==> config.mk <==
export PLATFORM = sky130hd
export DESIGN_NAME = systolic_mac_pe
export DESIGN_NICKNAME = d
export VERILOG_FILES = /design/src/rtl/mac_pkg.sv /design/src/rtl/mac_acc_unit.sv /design/src/rtl/systolic_mac_pe.sv
export SDC_FILE = /design/constraint.sdc
export NUM_CORES = 1
export LEC_CHECK = 0
export CORE_AREA = 2 2 63 95
export CTS_BUF_LIST = sky130_fd_sc_hd__clkbuf_16
export DETAILED_ROUTE_END_ITERATION = 10
export DIE_AREA = 0 0 65 97
export DONT_BUFFER_PORTS = 1
export PLACE_DENSITY = 0.65
export SYNTH_ARGS = -nofsm -noshare
export SYNTH_HDL_FRONTEND = slang
export SYNTH_HIERARCHICAL = 1
export SYNTH_SLANG_ARGS = --single-unit
==> constraint.sdc <==
create_clock -name clk -period 3.8 [get_ports clk]
set_clock_uncertainty 0.1 [all_clocks]
set_input_delay 0.57 -clock clk [delete_from_list [all_inputs] [get_ports clk]]
set_output_delay 0.57 -clock clk [all_outputs]
set_load 0.02 [all_outputs]
==> src/rtl/mac_pkg.sv <==
// Shared constants and FSM state encoding for the systolic MAC processing element.
package mac_pkg;
  localparam int DEF_DATA_W  = 4;
  localparam int DEF_ACC_W   = 10;
  localparam int DEF_K_DEPTH = 4;
  localparam int CNT_W       = 8;

  typedef enum logic {
    IDLE  = 1'b0,
    ACCUM = 1'b1
  } state_t;
endpackage

==> src/rtl/mac_acc_unit.sv <==
// Multiply-accumulate datapath: next accumulator value from a*b and either zero or the running acc.
// Purely combinational; saturating add when SYSTOLIC_MAC_SATURATE_EN is defined.
module mac_acc_unit import mac_pkg::*; #(
  parameter int DATA_W = DEF_DATA_W,
  parameter int ACC_W  = DEF_ACC_W
) (
  input  logic [DATA_W-1:0] a,
  input  logic [DATA_W-1:0] b,
  input  logic [ACC_W-1:0]  acc,
  input  logic              start,
  output logic [ACC_W-1:0]  acc_next
`ifdef SYSTOLIC_MAC_SATURATE_EN
  ,
  output logic              sat
`endif
);
  logic [2*DATA_W-1:0] prod;
  logic [ACC_W-1:0]    base;

  assign prod = (2*DATA_W)'(a) * (2*DATA_W)'(b);
  // start drops the running value so the first beat of a product loads a*b alone
  assign base = start ? '0 : acc;

`ifdef SYSTOLIC_MAC_SATURATE_EN
  logic [ACC_W:0] wide;
  assign wide     = {1'b0, base} + (ACC_W+1)'(prod);
  assign sat      = wide[ACC_W];
  assign acc_next = sat ? '1 : wide[ACC_W-1:0];
`else
  assign acc_next = base + ACC_W'(prod);
`endif
endmodule

==> src/rtl/systolic_mac_pe.sv <==
// Systolic MAC PE: K_DEPTH-beat dot product, 1-cycle a/b/valid forwards (SYSTOLIC_MAC_SATURATE_EN: saturate).
// Latency: sum/sum_valid one cycle after the completing beat; forwards one cycle.
// No backpressure: every in_valid beat is consumed; gaps stall the accumulation.
module systolic_mac_pe import mac_pkg::*; #(
  parameter int DATA_W  = DEF_DATA_W,
  parameter int ACC_W   = DEF_ACC_W,
  parameter int K_DEPTH = DEF_K_DEPTH
) (
  input  logic              clk,
  input  logic              res,
  input  logic              in_valid,
  input  logic              clear,
  input  logic [DATA_W-1:0] a,
  input  logic [DATA_W-1:0] b,
  output logic [DATA_W-1:0] out_a,
  output logic [DATA_W-1:0] out_b,
  output logic              out_valid,
  output logic [ACC_W-1:0]  sum,
  output logic              sum_valid,
  output logic              overflow
);
  localparam logic [CNT_W-1:0] K_LAST = CNT_W'(K_DEPTH);

  state_t             state, state_nxt;
  logic [CNT_W-1:0]   count, count_nxt, beat_cnt;
  logic [ACC_W-1:0]   acc, acc_nxt, acc_sum;
  logic               start, done;

  // A clear alongside a beat makes that beat the first of a new product
  assign start    = (state == IDLE) || clear;
  assign beat_cnt = start ? CNT_W'(1) : count + CNT_W'(1);
  assign done     = in_valid && (beat_cnt == K_LAST);

`ifdef SYSTOLIC_MAC_SATURATE_EN
  logic sat;
`endif

  mac_acc_unit #(
    .DATA_W (DATA_W),
    .ACC_W  (ACC_W)
  ) u_acc (
    .a        (a),
    .b        (b),
    .acc      (acc),
    .start    (start),
    .acc_next (acc_sum)
`ifdef SYSTOLIC_MAC_SATURATE_EN
    ,
    .sat      (sat)
`endif
  );

  always_comb begin
    state_nxt = state;
    count_nxt = count;
    acc_nxt   = acc;
    if (in_valid) begin
      if (done) begin
        state_nxt = IDLE;
        count_nxt = '0;
        acc_nxt   = '0;
      end else begin
        state_nxt = ACCUM;
        count_nxt = beat_cnt;
        acc_nxt   = acc_sum;
      end
    end else if (clear) begin
      state_nxt = IDLE;
      count_nxt = '0;
      acc_nxt   = '0;
    end
  end

  always_ff @(posedge clk or posedge res) begin
    if (res) begin
      state <= IDLE;
      count <= '0;
      acc   <= '0;
    end else begin
      state <= state_nxt;
      count <= count_nxt;
      acc   <= acc_nxt;
    end
  end

  always_ff @(posedge clk or posedge res) begin
    if (res) begin
      out_a     <= '0;
      out_b     <= '0;
      out_valid <= 1'b0;
      sum       <= '0;
      sum_valid <= 1'b0;
    end else begin
      out_a     <= a;
      out_b     <= b;
      out_valid <= in_valid;
      sum_valid <= done;
      if (done) sum <= acc_sum;
    end
  end

`ifdef SYSTOLIC_MAC_SATURATE_EN
  // Sticky per product; updates on the completing edge so it lines up with sum
  always_ff @(posedge clk or posedge res) begin
    if (res) begin
      overflow <= 1'b0;
    end else if (in_valid) begin
      overflow <= (start ? 1'b0 : overflow) | sat;
    end else if (clear) begin
      overflow <= 1'b0;
    end
  end
`else
  assign overflow = 1'b0;
`endif
endmodule

# Word level (Yosys, flattened, before mapping)
# Index checks and enable logic that the tools add are counted.
totals:
  rom_bits: 0
  register_bits: 39
  memories: 0
  ramBits: 0
  latch_bits: 0
op_classes:
  bitwise_logic: 1
  mux: 11
  mul: 1
  n_addsub: 2
  n_shift: 0
  reduce_logical: 3
  n_eq_ne: 1
  magnitude_cmp: 0
  div: 0
ops:
  columns: ["op", "count"]
  rows:
  - ["$mux W10", 4]
  - ["$mux W8", 4]
  - ["$add A10 B8 Y10", 1]
  - ["$add A8 B1 Y8 const B", 1]
  - ["$eq A8 B3 Y1 const B", 1]
  - ["$mul A4 B4 Y8", 1]
  - ["$mux W1", 3]
  - ["$reduce_bool A2 Y1", 1]
  - ["$logic_and A1 B1 Y1", 1]
  - ["$logic_or A1 B1 Y1", 1]
  - ["$not A1 Y1", 1]

# Depth between registers and ports, before layout
# Gate-level depths: netlist of run 1.
depth:
  ltp_word: 7
  ltp_mapped: 13
  depth_no_buf: 13

# By module
# Netlist of run 1, hierarchy kept.
modules_own_cells:
  columns: ["module", "area_each_um2", "seq_area_each_um2", "n_inst", "cells_each"]
  rows:
  - ["systolic_mac_pe", 1605.3, 975.9, 1, 125]
  - ["mac_acc_unit", 815.8, 0.0, 1, 97]

# Least setup slack after synthesis of run 1
# OpenSTA, ideal clock, no wires.
synth_timing:
  kind: "input to register"
  from: "in a[0]"
  to: "reg sum[7]"
  setup_slack_ps: 271
  n_path_buf: 0
  arrival_time_ps: 3305
  stages: 11
  t_required_ps: 3575
  cell_sequence: "nand2_1 > fa_1 > fa_1 > inv_1 > fa_1 > ha_1 > a21o_1 > nand4_1 > and3b_1 > xnor2_1 > mux2_2"
synth_between:
  elab_chain_cells: 2
synth_rtl:
  columns: ["item", "line_no", "rtl"]
  rows:
  - ["from (decl)", "systolic_mac_pe.sv:13", "input logic [DATA_W-1:0] a,"]
  - ["$mul A4 B4 Y8", "mac_acc_unit.sv:20", "assign prod = (2*DATA_W)'(a) * (2*DATA_W)'(b);"]
  - ["$add A10 B8 Y10", "mac_acc_unit.sv:30", "assign acc_next = base + ACC_W'(prod);"]
  - ["named net acc_sum[7]", "systolic_mac_pe.sv:26", "logic [ACC_W-1:0] acc, acc_nxt, acc_sum;"]
  - ["to (signal assigned)", "systolic_mac_pe.sv:98", "if (done) sum <= acc_sum;"]
  - ["to (decl)", "systolic_mac_pe.sv:18", "output logic [ACC_W-1:0] sum,"]
# The timed path passes the listed nets, and every way through them passes these cells.
# A chain may end at the register's enable or synchronous reset.

# Worst setup path after layout of run 1
layout_timing:
  from: "in a[0]"
  to: "reg sum[9]"
# The elaborated chain is that of the path after synthesis.

==> impl_metrics.toml, run 1 <==
[layout]
final_cells = 296
fillers = 510
area_delta_synth_final_pct = 9.87
register_area_sq_um = 976
multi_input_area_sq_um = 1340
nNetsFinal = 265
fin_util_pct = 49.2
drive_gt1_share_pct = 11.1
diodes = 0

[placed_design]
place.gp.congestion = 0.763
place_inst = 288
dpl.hpwl_mm = 3.45
port_buffers = 0

[route]
drc = 0
vias_per_cell = 5.53
wirelength_mm = 4.81
drt_iter0_drc = 50
first_pass_iters = 4
wl_per_cell_um = 16.2
vias = 1636
drtAntennaViolNets = 0

[timing]
fmax_ghz = 0.292
worstMarginPinSlew_ns = 0.936
tns_ns = 0
slew_violations = 0
post-route-period-util_pct = 90.2
hold_viol = 0
setup_violations = 0
rsz0062_at_grt = "no"
relSlewSlack_pct = 37.3
min_period_ns = 3.43

[synth]
synthCells = 222
synth-seq-cells = 39
yosysSeqAreaShare_pct = 40.3
synth_edf_count = 0
synth_top_area_cell = "dfrtp_1"
synth_common_cells = "dfrtp_1 (39), inv_1 (20), ha_1 (19)"
yosys-top-cells-area = "dfrtp_1 (40%), ha_1 (9.8%), fa_1 (7.4%), mux2_2 (5.1%), a32o_1 (4.5%)"
synth.avg_cell_area_sq_um = 10.9
ys_types = 43
synth_area_sq_um = 2420
synth_nets = 262
synth_most_common_cell = "dfrtp_1"
yosysTopAreaCellShare_pct = 40.3
synthFlopType = "dfrtp_1"
synthArstFlopShare_pct = 100
yosys_warnings = 6

[floorplanning]
die_area_sq_um = 6310
placementRows = 33
initial_utilization_pct = 44.8
ios = 33
die_x_um = 65
die_h_um = 97
core_sq_um = 5410

[worst_setup_path]
arrival_ns = 3.50
cp_slowest_cell = "fa_1"
crit_required_ns = 3.87
crit_family = "adder cells"
cp_num_buf_inv = 1
path_cells = "nand2_1 > fa_1 > fa_1 > inv_1 > fa_1 > ha_1 > a21o_1 > nand4_1 > a32oi_1 > xnor2_1 > mux2_2"
cp-end-kind = "flip-flop"
reg2reg_depth = 10
cp_max_fo = 5
crit_type = "in -> reg"
r2r_start = "state"
critPathMaxStageDelay_ns = 0.55
start_kind = "input port"
cp_common_cell = "fa_1"
crit_start = "a[0]"
critical_path_depth = 11

[clock_network]
insertion_delay_ns = 0.28
postCtsSetupRepairBufs = 0
cts_root_buf = "clkbuf_16"
cts_max_level = 2
holdBufCountCts = 0
cts_tree = "done"
cts.sinks = 39
cts_made_buffers = 5
cts_resized = 0
clk_pin_slew_worst_paths_ns = 0.06
cts_max_path_buffers = 2

[global_routing]
grt-busiest-layer = "met2"
grt_pass1_vias = 1750
grtUsageMet2_pct = 30.1
antenna_found_initial = 0
grt_max_degree = 40
grt.met3_usage_pct = 3.60
grt_usage_pct = 17.0
gr-total-overflow = 0
grt_pass1_wl_mm = 8.40
gr-usage-met1_pct = 20.1

[power_and_ir_drop]
internal-power_w = 0.000886
seq_power_share_pct = 41.4
p_switching_w = 0.000356
netSwitchingFraction_pct = 28.7
powerDensity_nw_per_um2 = 467
combPwrFrac_pct = 20.3
leakagePower_nw = 1.23
p_clk_share_pct = 38.4
irDropWorstVdd_mv = 0.202

[outcome]
status = "complete, no violations"

[flow_run]
drv_cap = 0

[min_path]
min_path_type = "in -> async"
-- metrics by stage --
step                      total power [W]  worst slack (ns)  cell area [sq um]  hold WS [ns]
after floorplan                  0.000718             0.271               2420         0.358
after global placement           0.000769             0.144               2500         0.366
after detailed placement         0.000776            0.0790               2500         0.375
after CTS                         0.00125             0.375               2660         0.208
after global routing              0.00131             0.241               2660         0.203
final                             0.00124             0.371               2660         0.194
-- registers in the layout, indices dropped and copies added (netlist names) --
name and flops:
out_valid 1, count 8, out_a 4, out_b 4
sum 10, state 1, acc 10, sum_valid 1
-- routing by layer --
| layer | vias up | wire (um) |
|---|---|---|
| met3 | 5 | 185 |
| li1 | 778 | - |
| met2 | 33 | 2580 |
| met5 | - | 0 |
| met1 | 820 | 1970 |
| met4 | 0 | 73 |
-- final timing paths --
| check | end | slack (ns) |
|---|---|---|
| worst max-delay path | sum[9] | 0.37 |
| worst min-delay path | out_valid | 0.19 |
| min in group clk | out_b[0] | 0.21 |
| worst max register to register | sum[6] | 0.61 |
| worst min register to register | acc[0] | 0.38 |
| max in group asynchronous | sum[8] | 3.03 |
-- cells by family after synthesis --
family / Yosys count / synth area share (%)
and+or+nand+nor: 67 / 15.5
adders and majority gates: 28 / 17.3
buffers and inverters: 26 / 4.24
AOI/OAI and AO/OA: 41 / 14.1
muxes: 12 / 5.53
other: 1 / 0.155
xor gates and xnor gates: 8 / 2.89
DFF: 39 / 40.3
-- final cells by class --
class	instances	area share, %
multi-input combinational	157	50.5
sequential	39	36.7
clock buffer	5	4.70
tap	70	3.29
inverter	20	2.82
clock inverter	3	1.46
timing repair buffer	2	0.564
-- cell usage in the layout (no fill, tap or decap), types with 2 or more instances in the layout --
cell,instances
dfrtp_1,39
inv_1,20
ha_1,19
nand2_1,14
and2_1,12
mux2_2,11
a32o_1,11
fa_1,9
nor2b_1,8
nor2_1,7
a21oi_1,7
nor3_1,6
nand2b_1,6
xnor2_1,6
o21ai_0,6
nand3_1,5
clkbuf_16,5
o21a_1,4
a211oi_2,2
xor2_1,2
nor4_1,2
buf_4,2
a21o_1,2
-- power by group through the flow --
stage	registers [W]	clock network, W	logic [W]
finish	0.000514	0.000476	0.000251
global route	0.000522	0.000501	0.000288
CTS	0.000515	0.000482	0.000257
detailed placement	0.000522	0	0.000254
global placement	0.000521	0	0.000249
floorplan	0.000512	0	0.000205
No activity file was read; power rests on OpenSTA's default activity.
==> run 2, diff against run 1 <==
- SKIP_LAST_GASP: unset -> 1
==> results of run 2 <==
No change in the layout: final DEF, timing and power equal those of run 1.
